**config.mk**
```make
export PLATFORM = sky130hd
export DESIGN_NAME = fifo_wr_arbiter
export DESIGN_NICKNAME = d
export VERILOG_FILES = /design/src/rtl/fifo_wr_arbiter.sv
export SDC_FILE = /design/constraint.sdc
export NUM_CORES = 1
export LEC_CHECK = 0
export CORE_ASPECT_RATIO = 0.9
export CORE_UTILIZATION = 30
export CTS_BUF_LIST = sky130_fd_sc_hd__clkbuf_8
export CTS_CLUSTER_DIAMETER = 60
export DETAILED_ROUTE_END_ITERATION = 8
export PLACE_DENSITY = 0.6
export SLEW_MARGIN = 5
export SYNTH_ARGS = -nofsm -noshare
export SYNTH_HDL_FRONTEND = slang
export SYNTH_SLANG_ARGS = --single-unit
```
**constraint.sdc**
```tcl
create_clock -name clk -period 2.25 [get_ports clk]
set_input_delay 0.45 -clock clk [delete_from_list [all_inputs] [get_ports clk]]
set_output_delay 0.45 -clock clk [all_outputs]
set_load 0.05 [all_outputs]
```
**src/rtl/fifo_wr_arbiter.sv**
```systemverilog
// fifo_wr_arbiter
//   Round-robin write arbiter that shares one fwft_fifo write port among N_REQ
//   valid/ready producers. A producer gets a registered one-hot grant and may
//   transfer up to MAX_BURST words on it. The grant is then released and the
//   round-robin pointer moves past it. There is one idle cycle between bursts.
//
// Ports
//   clk        in   clock, single domain
//   rst        in   synchronous active-high reset
//   req_valid  in   [N_REQ]             per-requester word valid
//   req_data   in   [N_REQ*DATA_WIDTH]  requester i data at [i*DATA_WIDTH +: DATA_WIDTH]
//   req_ready  out  [N_REQ]             per-requester accept (transfer = valid & ready)
//   grant      out  [N_REQ]             one-hot registered grant, zero when idle
//   wr_en      out  fwft_fifo write enable
//   din        out  [DATA_WIDTH]        fwft_fifo write data, zero when wr_en is low
//   full       in   fwft_fifo full flag
module fifo_wr_arbiter #(
  parameter int N_REQ      = 4,
  parameter int DATA_WIDTH = 8,
  parameter int MAX_BURST  = 4
) (
  input  logic                          clk,
  input  logic                          rst,
  input  logic [N_REQ-1:0]              req_valid,
  input  logic [N_REQ*DATA_WIDTH-1:0]   req_data,
  output logic [N_REQ-1:0]              req_ready,
  output logic [N_REQ-1:0]              grant,
  output logic                          wr_en,
  output logic [DATA_WIDTH-1:0]         din,
  input  logic                          full
);

  localparam int IW = (N_REQ > 1) ? $clog2(N_REQ) : 1;
  localparam int CW = $clog2(MAX_BURST + 1);

  typedef enum logic {
    ST_IDLE  = 1'b0,
    ST_BURST = 1'b1
  } state_t;

  state_t                  r_state;
  state_t                  w_state_nxt;
  logic [N_REQ-1:0]        r_grant;
  logic [N_REQ-1:0]        w_grant_nxt;
  logic [IW-1:0]           r_gidx;
  logic [IW-1:0]           w_gidx_nxt;
  logic [IW-1:0]           r_ptr;
  logic [IW-1:0]           w_ptr_nxt;
  logic [CW-1:0]           r_cnt;
  logic [CW-1:0]           w_cnt_nxt;

  logic                    w_gvalid;
  logic [DATA_WIDTH-1:0]   w_gdata;
  logic                    w_xfer;
  logic                    w_last;
  logic [IW-1:0]           w_pick;

  // (p + k) mod N_REQ without a divider; p < N_REQ and k < N_REQ.
  function automatic logic [IW-1:0] f_wrap_add(input logic [IW-1:0] p, input int k);
    logic [IW:0] s;
    s = {1'b0, p} + (IW+1)'(k);
    if (s >= (IW+1)'(N_REQ)) s = s - (IW+1)'(N_REQ);
    return s[IW-1:0];
  endfunction

  // First valid index searching p, p+1, ... mod N_REQ. Scanning k downward lets
  // the smallest offset win the last assignment.
  function automatic logic [IW-1:0] f_rr_pick(input logic [N_REQ-1:0] v, input logic [IW-1:0] p);
    logic [IW-1:0] idx;
    logic [IW-1:0] cand;
    idx = p;
    for (int k = N_REQ - 1; k >= 0; k--) begin
      cand = f_wrap_add(p, k);
      if (v[cand]) idx = cand;
    end
    return idx;
  endfunction

  // Granted requester's valid and data. A mux loop avoids a multiply in the part-select.
  always_comb begin
    w_gvalid = 1'b0;
    w_gdata  = '0;
    for (int i = 0; i < N_REQ; i++) begin
      if (r_gidx == IW'(i)) begin
        w_gvalid = req_valid[i];
        w_gdata  = req_data[i*DATA_WIDTH +: DATA_WIDTH];
      end
    end
  end

  assign w_xfer = (r_state == ST_BURST) && w_gvalid && !full;
  assign w_last = (r_cnt == CW'(MAX_BURST - 1));
  assign w_pick = f_rr_pick(req_valid, r_ptr);

  // The write port sees only the granted requester. Ready follows full so that
  // nothing is accepted while the FIFO cannot take it.
  always_comb begin
    req_ready = '0;
    wr_en     = 1'b0;
    din       = '0;
    if (r_state == ST_BURST) begin
      req_ready = full ? '0 : r_grant;
      wr_en     = w_xfer;
      din       = w_xfer ? w_gdata : '0;
    end
  end

  assign grant = r_grant;

  always_comb begin
    w_state_nxt = r_state;
    w_grant_nxt = r_grant;
    w_gidx_nxt  = r_gidx;
    w_ptr_nxt   = r_ptr;
    w_cnt_nxt   = r_cnt;
    case (r_state)
      ST_IDLE: begin
        if (|req_valid) begin
          w_state_nxt = ST_BURST;
          w_gidx_nxt  = w_pick;
          w_grant_nxt = N_REQ'(1) << w_pick;
          w_cnt_nxt   = '0;
        end
      end
      ST_BURST: begin
        // The burst ends on its last word, or when the owner has nothing to
        // offer. A valid drop while full also releases, so a stalled producer
        // cannot hold the port.
        if ((w_xfer && w_last) || !w_gvalid) begin
          w_state_nxt = ST_IDLE;
          w_grant_nxt = '0;
          w_cnt_nxt   = '0;
          w_ptr_nxt   = f_wrap_add(r_gidx, 1);
        end else if (w_xfer) begin
          w_cnt_nxt = r_cnt + CW'(1);
        end
      end
      default: begin
        w_state_nxt = ST_IDLE;
        w_grant_nxt = '0;
      end
    endcase
  end

  always_ff @(posedge clk) begin
    if (rst) begin
      r_state <= ST_IDLE;
      r_grant <= '0;
      r_gidx  <= '0;
      r_ptr   <= '0;
      r_cnt   <= '0;
    end else begin
      r_state <= w_state_nxt;
      r_grant <= w_grant_nxt;
      r_gidx  <= w_gidx_nxt;
      r_ptr   <= w_ptr_nxt;
      r_cnt   <= w_cnt_nxt;
    end
  end

endmodule

```
* After elaboration in Yosys (flattened, before gate mapping) *
Cells that the tools add are included.

word-level totals
  flip-flop bits (word level) = 12
  input port bits = 39
  output and inout bits = 17
  word-level logic and storage cells = 85

cells by class
  $add $sub $neg = 10
  magnitude comparators = 9
  eq/ne operators = 7
  shifts and indexed selects = 1
  muxes and demuxes = 40
  bitwise gates (word level) = 1
  reduce and logical (&&, ||, !) cells = 12

operator list
  kind                 count
  $mux 8               6
  $mux 2               9
  $mux 4               4
  $ge 3x3->1 const B   4
  $lt 2x3->1 const B   4
  $mux 1               11
  $sub 2x1->2 const B  5
  $mux 3               3
  $bmux 1 s2           4
  $pmux 4 s2           1
  $reduce_and 2->1     4
  $add 2x1->3 const B  2
  $add 2x2->3 const B  2
  $pmux 3 s2           1
  $eq 2x2->1 const B   2
  $reduce_or 4->1      1
  $shl 1x2->4 const A  1
  $add 3x1->3 const B  1
  $eq 3x2->1 const B   1
  $ge 2x3->1 const B   1
  $logic_and 1x1->1    3
  $ne 3x1->1 const B   1
  $eq 2x1->1 const B   1
  $logic_not 1->1      2
  other kinds (6)      6

* Longest topological paths before layout *
  depth in word-level cells = 12
  mapped depth = 9
  depth with buffers taken out = 7

* Worst setup path before layout *
No wires, ideal clock.

  path kind = reg-to-output
  start = reg r_gidx[1]
  end = out din[0]
  data arrival time = 2009 ps
  required time = 1800 ps
  slack = -209 ps
  cell stages (with the launch flop) = 8
  path buffers = 1
  path through = dfxtp_1 > inv_1 > ha_1 > buf_6 > nand3b_4 > a221oi_2 > nand2_2 > nor2_1

on the way
  cells in the longest elaborated chain, start to end = 9
  elaborated cells on any way between the ends = 16
  classes of those cells = 3 x eq/ne; 10 x mux; 3 x reduce/logical

ends and longest elaborated chain
  item                            RTL line  text
  from (decl)                     45        logic [IW-1:0] r_gidx;
  from (signal assigned)          155       r_gidx <= w_gidx_nxt;
  $logic_not 2->1                 84        if (r_gidx == IW'(i)) begin
  $mux 1 (4 in a row)             84
  $logic_and 1x1->1 (2 in a row)  91        assign w_xfer = (r_state == ST_BURST) && w_gvalid && !full;
  $mux 8 *                        104       din = w_xfer ? w_gdata : '0;
  $mux 8 *                        101       if (r_state == ST_BURST) begin
  to (decl)                       29        output logic [DATA_WIDTH-1:0] din,

Mark *: on every way between the ends. The rest lies on a longest branch, timed or not.

* Final worst setup path *
  start = reg r_gidx[1]
  end = out din[1]

The elaborated chain is that of the path after synthesis.

==> impl_metrics.yaml <==
global_route:
  gr-total-overflow: 0
  grt_max_degree: 17
  antenna_found_initial: 0
  track_usage_pct: 20.9
  grt_pass1_wl_um: 6270
  grt_pass1_vias: 1375
detailed_routing:
  ant_nets: 0
  drt_pass1_iterations: 4
  routed_wl_um: 4080
  routedWlPerCell_um: 15.4
  via_count: 1374
  drtIter0Drc: 60
  vias_per_cell: 5.18
  drcViolationCount: 0
worst_setup_path:
  end_kind: "output pin"
  start_kind: "register"
  ff2ff_path_depth: 11
  r2r_end: "r_cnt[0]"
  crit_required_ps: 1800
  regToRegSetupSlack_ps: 200
  crit_fanout: 5
  path_class: "register to output pin"
  rr_startpoint: "r_gidx[1]"
  cp.arrival_ps: 1880
placement:
  portBuffers: 55
  gp_congestion: 0.767
  dp_hpwl_um: 2710
  dp_cells: 252
  pre_cts_ws_ps: -238
power:
  irDropWorstVdd_v: 0.000442
  p_total_uw: 1090
  power.density_nw_per_um2: 465
  p_leak_uw: 0.000912
sta:
  worst_slew_margin_rel_pct: 63.9
  rsz0062_at_grt: "true"
  max_freq_ghz: 0.429
  finalSetupViolCount: 9
  slew_viol_final: 0
  setup_slack_ps: -82.5
  layout_min_cycle_time_ps: 2330
  finClkSkew_ps: 5.40
  fin_crit_sh_pct: 104
  worst_pin_slew_ps: 540
  hold_ws_ps: 485
  hold_viol_final: 0
cells_and_area:
  n_antenna_cell: 0
  fin_cells: 265
  layout_commonest_cell: "clkdlybuf4s50_1"
  final_layout_size_suffix_gt1_share_pct: 40.3
  mostFrequentLayoutCells: "39 x clkdlybuf4s50_1, 16 x buf_4, 15 x nor2b_1"
  area_growth_pct: 110
  utilization_pct: 67.6
  nets: 267
floorplan:
  boundaryPins: 56
  dieArea_sq_um: 3990
  start_util_pct: 32.2
  coreArea_sq_um: 3480
  die_x_um: 66.4
  die_height_um: 60.0
  placementRows: 20
status:
  status: "finished, violations left"
  violations: "setup timing"
logic_synthesis:
  syn_avg_cell_area_sq_um: 7.63
  synth_cell_type_count: 41
  synth_edf_count: 0
  ys_ff_latch: 12
  synth_area_sq_um: 1120
  ys_seq_area_share_pct: 21.4
  syn_inst: 147
  synthFlopType: "dfxtp_1"
  ys_warn_count: 0
  syn-num-nets: 192
  async_reset_ff_share_pct: 0
min_path:
  min_from: "r_cnt[2]"
  whs_path_depth: 1
  min_path_type: "register to register"
  hold_end: "r_cnt[2]"
cts:
  numCtsBuffers: 3
  clk_pin_slew_ps: 50
  root_buffer: "clkbuf_8"
  clock_latency_ps: 240
  htree_levels: 1
  clock-sinks: 12
  cts_hold_buf: 0
  cts.path.max_buffers: 2
  cts_tree: "done"
run:
  cap_violations: 0
## worst max-delay path, stage by stage (launching register included)
cell      delay [ps]
dfxtp_2          340
buf_4            160
ha_4             170
and2b_2          220
a221oi_4         200
buf_6            180
nand2_8           90
nor2_4           130
buf_12           140
## synth_stat cells (all sizes together), types with 2 or more instances
cell    number  area share [%]
nor2        17             6.4
nor2b       15             8.4
dfxtp       12              21
a21oi       11             4.9
inv         11             3.7
nor3        10             5.5
a221oi       9             7.6
and2b        8             5.4
nand2        8             2.9
ha           6             6.7
buf          5             3.0
and2         4             2.2
clkbuf       3             1.0
a211oi       2             1.3
a22o         2             1.6
mux2i        2             1.8
nand3b       2             2.5
nor4         2             1.1
o21bai       2             1.3
o32ai        2             1.6
## layer usage
metal,vias to the layer above,wire length [um],global-route usage (%)
met4,0,43,5.17
met3,4,280,4.01
li1,675,-,-
met2,56,2080,39.4
met5,-,0,0
met1,639,1670,24.3
## timing repair
action                                  in CTS  in global routing
gates cloned                                 2                  0
resized for setup                           64                  9
setup buffers                                7                  0
pin swaps                                   19                  1
hold endpoints to repair                     0                  0
endpoints found under the setup margin       9                  9
## report_power, final
part           internal, uW  switching (uW)
Sequential              229            19.3
Clock                   155            84.2
Combinational           301             307
## sequential cells by signal (all words and copies together) (netlist names)
signal and flops:
r_state 1, r_gidx 2, r_ptr 2, r_cnt 3, grant 4
## through the flow
step / setup TNS, ps / cell area, sq um
global route: -1170 / 2350
global placement: -1600 / 1920
CTS: -332 / 2310
floorplan: -1670 / 1120
detailed placement: -1870 / 1920
finish: -577 / 2350
## cells by family (layout without fill, tap and decap cells)
group	Yosys count	count (layout)	share of synthesized area, %
simple gates	71	72	37.6
compound gates	36	36	23.8
buf+inv	19	92	7.70
flops	12	12	21.4
fa+ha+maj	6	6	6.70
mux	3	3	2.79
## how the worst max path moves through the flow
stage / startpoint / to / slack, ps / cells past startpoint
global placement: req_valid[3] / din[0] / -190 / 6
CTS: r_gidx[1] / din[5] / -60 / 9
detailed placement: req_valid[1] / din[6] / -240 / 6
finish: r_gidx[1] / din[1] / -80 / 8
global route: r_gidx[1] / din[5] / -170 / 10
floorplan: r_gidx[1] / din[0] / -210 / 7
## cell type report
class / count / area, sq um
well taps: 44 / 55.1
fillers: 269 / 1130
flip-flops and latches: 12 / 245
inverters: 11 / 43.8
clock buffers: 4 / 55.1
multi-input cells: 117 / 1080
repair buffers: 77 / 873
(Power assumes the default switching activity.)
